## src/rtl/halut_pkg.sv

```systemverilog
// halut_pkg: shared sizes, FSM state type and threshold-write record for the HALUT encoder controller.
package halut_pkg;
   localparam int K                  = 16;
   localparam int C                  = 32;
   localparam int EncUnits           = 4;
   localparam int DataTypeWidth      = 16;
   localparam int TreeDepth          = $clog2(K);
   localparam int CPerEncUnit        = C / EncUnits;
   localparam int ThreshMemAddrWidth = $clog2(CPerEncUnit * K);
   localparam int UnitIdxWidth       = EncUnits > 1 ? $clog2(EncUnits) : 1;
   localparam int LevelWidth         = TreeDepth > 1 ? $clog2(TreeDepth) : 1;
   localparam int CIdxWidth          = CPerEncUnit > 1 ? $clog2(CPerEncUnit) : 1;

   typedef enum logic [1:0] {IDLE, ENCODE, DRAIN} enc_ctrl_state_e;

   typedef struct packed {
      logic [UnitIdxWidth-1:0]       unit;
      logic [ThreshMemAddrWidth-1:0] addr;
      logic [DataTypeWidth-1:0]      data;
   } thresh_wr_t;
endpackage

```

## src/rtl/halut_cfg_router.sv

```systemverilog
// halut_cfg_router: registers one accepted threshold write and steers it to a single encoder unit.
module halut_cfg_router
   import halut_pkg::*;
(
   input  logic                          clk_i,
   input  logic                          rst_ni,
   input  logic                          wr_valid_i,
   input  thresh_wr_t                    wr_i,
   output logic [EncUnits-1:0]           we_o,
   output logic [ThreshMemAddrWidth-1:0] waddr_o,
   output logic [DataTypeWidth-1:0]      wdata_o
);
   localparam int UnitSpan = 1 << UnitIdxWidth;

   // Decoding over the full index span drops out-of-range units for free.
   logic [UnitSpan-1:0]           dec;
   logic [EncUnits-1:0]           we_q;
   logic [ThreshMemAddrWidth-1:0] waddr_q;
   logic [DataTypeWidth-1:0]      wdata_q;

   assign dec = UnitSpan'(1) << wr_i.unit;

   always_ff @(posedge clk_i or negedge rst_ni) begin
      if (!rst_ni) begin
         we_q    <= '0;
         waddr_q <= '0;
         wdata_q <= '0;
      end else begin
         we_q <= wr_valid_i ? dec[EncUnits-1:0] : '0;
         if (wr_valid_i) begin
            waddr_q <= wr_i.addr;
            wdata_q <= wr_i.data;
         end
      end
   end

   assign we_o    = we_q;
   assign waddr_o = waddr_q;
   assign wdata_o = wdata_q;
endmodule

```

## src/rtl/halut_encoder_ctrl.sv

```systemverilog
// halut_encoder_ctrl: row/level/codebook sequencer and threshold-write router for the encoder bank.
// HALUT_ENCODER_CTRL_PERF_EN adds row and stall counters; otherwise the perf ports read 0.
module halut_encoder_ctrl
   import halut_pkg::*;
(
   input  logic                          clk_i,
   input  logic                          rst_ni,
   input  logic                          row_valid_i,
   output logic                          row_ready_o,
   input  logic                          cfg_valid_i,
   output logic                          cfg_ready_o,
   input  logic [UnitIdxWidth-1:0]       cfg_unit_i,
   input  logic [ThreshMemAddrWidth-1:0] cfg_addr_i,
   input  logic [DataTypeWidth-1:0]      cfg_data_i,
   output logic [EncUnits-1:0]           we_o,
   output logic [ThreshMemAddrWidth-1:0] waddr_o,
   output logic [DataTypeWidth-1:0]      wdata_o,
   output logic                          encoder_en_o,
   output logic [LevelWidth-1:0]         tree_level_o,
   output logic [CIdxWidth-1:0]          c_idx_o,
   output logic                          row_done_o,
   output logic                          busy_o,
   output logic [31:0]                   perf_rows_o,
   output logic [31:0]                   perf_stall_o
);
   enc_ctrl_state_e       state_q, state_d;
   logic [LevelWidth-1:0] level_q, level_d;
   logic [CIdxWidth-1:0]  cidx_q, cidx_d;
   logic                  idle, encoding, row_hs, cfg_hs, level_wrap, last;
   thresh_wr_t            wr;

   assign idle        = state_q == IDLE;
   assign encoding    = state_q == ENCODE;
   assign cfg_ready_o = idle;
   assign row_ready_o = idle && !cfg_valid_i;
   assign row_hs      = row_valid_i && row_ready_o;
   assign cfg_hs      = cfg_valid_i && cfg_ready_o;
   assign level_wrap  = level_q == LevelWidth'(TreeDepth - 1);
   assign last        = level_wrap && cidx_q == CIdxWidth'(CPerEncUnit - 1);

   // Counters sit at 0 outside ENCODE so they track each unit's own counters.
   always_comb begin
      state_d = idle ? (row_hs ? ENCODE : IDLE) : encoding ? (last ? DRAIN : ENCODE) : IDLE;
      level_d = encoding && !level_wrap ? level_q + 1'b1 : '0;
      cidx_d  = encoding && !last ? cidx_q + CIdxWidth'(level_wrap) : '0;
   end

   always_ff @(posedge clk_i or negedge rst_ni) begin
      if (!rst_ni) begin
         state_q <= IDLE;
         level_q <= '0;
         cidx_q  <= '0;
      end else begin
         state_q <= state_d;
         level_q <= level_d;
         cidx_q  <= cidx_d;
      end
   end

   assign encoder_en_o = encoding;
   assign row_done_o   = state_q == DRAIN;
   assign busy_o       = !idle;
   assign tree_level_o = level_q;
   assign c_idx_o      = cidx_q;
   assign wr           = '{unit: cfg_unit_i, addr: cfg_addr_i, data: cfg_data_i};

   halut_cfg_router u_cfg_router (
      .clk_i      (clk_i),
      .rst_ni     (rst_ni),
      .wr_valid_i (cfg_hs),
      .wr_i       (wr),
      .we_o       (we_o),
      .waddr_o    (waddr_o),
      .wdata_o    (wdata_o)
   );

`ifdef HALUT_ENCODER_CTRL_PERF_EN
   logic [31:0] rows_q, stall_q;

   always_ff @(posedge clk_i or negedge rst_ni) begin
      if (!rst_ni) begin
         rows_q  <= '0;
         stall_q <= '0;
      end else begin
         if (row_done_o) rows_q <= rows_q + 32'd1;
         if (row_valid_i && !row_ready_o) stall_q <= stall_q + 32'd1;
      end
   end

   assign perf_rows_o  = rows_q;
   assign perf_stall_o = stall_q;
`else
   assign perf_rows_o  = '0;
   assign perf_stall_o = '0;
`endif
endmodule

```

## config.mk

```make
export PLATFORM = sky130hd
export DESIGN_NAME = halut_encoder_ctrl
export DESIGN_NICKNAME = d
export VERILOG_FILES = /design/src/rtl/halut_pkg.sv /design/src/rtl/halut_cfg_router.sv /design/src/rtl/halut_encoder_ctrl.sv
export SDC_FILE = /design/constraint.sdc
export NUM_CORES = 1
export LEC_CHECK = 0
export CORE_MARGIN = 5
export CORE_UTILIZATION = 38
export DETAILED_ROUTE_END_ITERATION = 10
export PLACE_DENSITY = 0.87
export SETUP_SLACK_MARGIN = 0.4
export SYNTH_ARGS = -nofsm -noshare
export SYNTH_HDL_FRONTEND = slang
export SYNTH_SLANG_ARGS = --single-unit
```

## constraint.sdc

```tcl
create_clock -name clk_i -period 3.75 [get_ports clk_i]
set_clock_uncertainty 0.2 [all_clocks]
set_input_delay 0.9375 -clock clk_i [delete_from_list [all_inputs] [get_ports clk_i]]
set_output_delay 0.9375 -clock clk_i [all_outputs]
set_load 0.01 [all_outputs]
```

# Yosys cells after proc, flatten, opt, wreduce, memory -nomap -nowiden
# Index checks and enable logic that the tools add are counted.
[word_totals]
word_cells = 31
register_bits = 34
out_inout_bits = 101
input_bits = 29
[op_classes]
reduce_logical = 11
muxes = 7
n_eq_ne = 4
n_addsub = 2
shift = 1
[ops]
columns = ["operator", "n"]
rows = [
  ["$mux 2", 4],
  ["$logic_and 1x1->1", 6],
  ["$eq 2x2->1 const B", 2],
  ["$logic_not 1->1", 4],
  ["$mux 4", 1],
  ["$shl 1x2->4 const A", 1],
  ["$add 3x1->3", 1],
  ["$eq 3x3->1 const B", 1],
  ["$mux 3", 1],
  ["$add 2x1->2 const B", 1],
  ["$eq 2x1->1 const B", 1],
  ["$logic_not 2->1", 1],
  ["$mux 1", 1],
]

# Depth between registers and ports, before layout
[depth]
depth_word = 5
ltp_mapped = 5
ltp_nobuf = 5

# Cells and area by module
# Synthesis repeated with hierarchy kept, for this count alone.
[hier_totals]
hier_cells = 149
hier_area_um2 = 1901.8
[modules_own_cells]
columns = ["module", "instances", "cells_each", "seq_area_each_um2", "area_per_inst_um2"]
rows = [
  ["halut_cfg_router", 1, 57, 675.6, 1068.5],
  ["halut_encoder_ctrl", 1, 92, 175.2, 833.3],
]

# Worst setup path before layout
# No wires, ideal clock.
[synth_timing]
path_kind = "input -> output"
start = "in cfg_valid_i"
end = "out row_ready_o"
required_time_ps = 2612
cell_stages = 1
path_buffers = 0
arrival_time_ps = 1247
setup_slack_ps = 1365
cell_sequence = "nor3_1"
[synth_between]
elab_chain_cells = 2
[synth_rtl]
columns = ["item", "line_no", "source"]
rows = [
  ["from (decl)", "halut_encoder_ctrl.sv:10", "input logic cfg_valid_i,"],
  ["$logic_not 1->1", "halut_encoder_ctrl.sv:35", "assign row_ready_o = idle && !cfg_valid_i;"],
  ["$logic_and 1x1->1", "halut_encoder_ctrl.sv:35", ""],
  ["to (decl)", "halut_encoder_ctrl.sv:9", "output logic row_ready_o,"],
]
# No other way between the ends.

# Worst setup path in the final report
# Ends and elaborated chain as after synthesis.

==> summary.md <==
| Metric | Value |
|---|---|
| Power Dens Cells | 587 nW/um^2 |
| Slew Limit Fails | 0 |
| Post-CTS sizing | 0 |
| Clock-pin slew on the worst setup and hold paths | 60 ps |
| Clk_lat worst skew | 270 ps |
| Synth top area share | 46.6% |
| Yosys cell types | 22 |
| R2R Setup Slk | 2070 ps |
| Core area | 4690 um^2 |
| CTS Buffer Depth | 2 |
| CTS tree | done |
| Met1 WL | 1280 um |
| Most frequent cells in the layout | conb_1 (64), clkdlybuf4s50_1 (63), dfrtp_1 (34) |
| Vias | 1097 |
| Final nets | 249 |
| Vias per inst | 4.05 |
| Initial Util | 38.9% |
| Wire per inst | 12.3 um |
| Worst Path Required | 2610 ps |
| Rows | 25 |
| Post-CTS setup buffer count | 0 |
| Slew headroom | 50.7% |
| CP Capture Type | output port |
| Final Cell Area | 2370 um^2 |
| Root Buffer | clkbuf_8 |
| Initial DRT Pass Iterations | 2 |
| Met3 routed WL | 365 um |
| Sequential area share after synthesis | 46.6% |
| Critical path launch point type | input pin |
| Final worst slack | 824 ps |
| EDFF count, synth | 0 |
| Top_reg_cell synth | dfrtp_1 |
| Die width | 79.3 um |
| Die height | 79.3 um |
| Final hold violations | 0 |
| Num Clock Sinks | 34 |
| Highest routed layer | met4 |
| CP Class | input pin to output port |
| CTS buffer count | 5 |
| Setup total negative slack | 0 ps |
| Max Fclk | 342 MHz |
| Fill cells | 424 |
| Maxcap violations | 0 |
| Antenna diodes | 0 |
| Final Cycle Share | 78.0% |
| # IOs | 130 |
| Dominant cell type by area after synthesis | dfrtp_1 |
| Multi-input gate area | 678 um^2 |
| GR Overflow Total | 0 |
| PortBufs | 65 |
| Dpl hpwl | 2640 um |
| Least-Margin Pin Slew | 739 ps |
| Drt total wl | 3340 um |
| Largest net degree at the start of global routing | 35 |
| Register area | 851 um^2 |
| Setup violations, final | 0 |
| Pre-CTS setup slack | 431 ps |
| H-tree depth | 2 |
| HP Class | register to register |
| Mapped cell area | 1830 um^2 |
| Leakage | 1.13 nW |
| Post-Synthesis Cells | 149 |
| Share of layout cells above drive strength 1 | 15.7% |
| RePlAce Congestion | 0.675 |
| Die area | 6290 um^2 |
| Max VDD drop | 0.182 mV |
| Area grow syn2layout | 30.0% |
| Area after DPL | 2260 um^2 |
| GRT Total Usage | 10.4% |
| Crit path time final | 2930 ps |
| First-pass GRT wire length | 5070 um |
| Yosys reg bits | 34 |
| Most common cell after layout, fill and taps aside | conb_1 |
| Number of global-route vias before repair | 1113 |
| Initial antenna violation count | 0 |
| Final hold slack | 270 ps |
| DR DRC count | 0 |
| Synth Area per Inst | 12.3 um^2 |
| Arrival time at the worst endpoint | 1790 ps |
| RSZ-0062 raised after global routing | no |
| Post-route ant nets | 0 |
| Status | finished, final reports clean |
| First DRT Iteration DRCs | 27 |
| Post-synth ARST share | 100% |
| Synth top area cells | dfrtp_1 (47%), buf_4 (26%), mux2_2 (14%) |
| Crit path max fanout | 2 |
| Cts hold-fix bufs | 0 |
| YS warnings | 0 |
| Met2 wire len | 1640 um |
-- final cells by class --
cell class,instances,area share [%]
repair buffers,66,27.6
well taps,54,2.85
multi-input cells,108,28.6
flip-flops and latches,34,35.9
clock inverters,1,1.27
inverters,2,0.316
clock buffers,6,3.48
-- per-stage QoR --
step | instances | utilization [%] | total power [mW]
after floorplan | 212 | - | 0.825
after global placement | 264 | 48.1 | 1.06
after detailed placement | 264 | 48.1 | 1.08
after CTS | 271 | 50.5 | 1.42
after global routing | 271 | 50.6 | 1.48
final | 271 | 50.6 | 1.39
-- layer usage --
metal | GRT usage, % | vias to the layer above
met5 | 0 | -
met4 | 3.61 | 0
met3 | 4.54 | 6
met2 | 17.8 | 81
met1 | 11.4 | 520
li1 | - | 490
-- flip-flops by register name, summed over array words and instances, names as in the netlist --
| name | flops |
|---|---|
| u_cfg_router.wdata_o | 16 |
| u_cfg_router.waddr_o | 7 |
| u_cfg_router.we_o | 4 |
| c_idx_o | 3 |
| state_q | 2 |
| tree_level_o | 2 |
-- final timing paths --
check                                          start                              endpoint  cells after the start
min                        tree_level_o[0]$_DFF_PN0_             tree_level_o[0]$_DFF_PN0_                      1
min in group asynchronous                     rst_ni                  c_idx_o[2]$_DFF_PN0_                      1
max                                      cfg_valid_i                           row_ready_o                      3
max in group asynchronous                     rst_ni  u_cfg_router.wdata_o[15]$_DFFE_PN0P_                      1
min reg2reg                tree_level_o[0]$_DFF_PN0_             tree_level_o[0]$_DFF_PN0_                      1
max reg2reg                     state_q[0]$_DFF_PN0_   u_cfg_router.waddr_o[4]$_DFFE_PN0P_                      3
-- critical path: stages --
cell and delay, ps:
clkdlybuf4s50_1 420, nor3_1 220, dlymetal6s2s_1 210
-- cells in the mapped netlist, types with 2 or more instances --
library cell  count
and3b_1           2
buf_4            64
dfrtp_1          34
ha_1              3
inv_1             2
mux2_2           23
nor3_1            3
nor3b_1           4
-- kinds of logic after synthesis --
kind of cell	share of synthesized area (%)
other cells	0.205
fa+ha+maj	2.06
buf+inv	29.5
xor+xnor	0.480
compound gates	0.480
mux	14.2
flops	46.6
simple gates	6.44
-- power by group --
group          leakage [nW]  internal, mW  switching [mW]
Combinational         0.664         0.319           0.201
Sequential            0.413         0.480          0.0594
Clock                0.0573         0.212           0.121
Note: power is estimated with default switching activity, not from simulation.
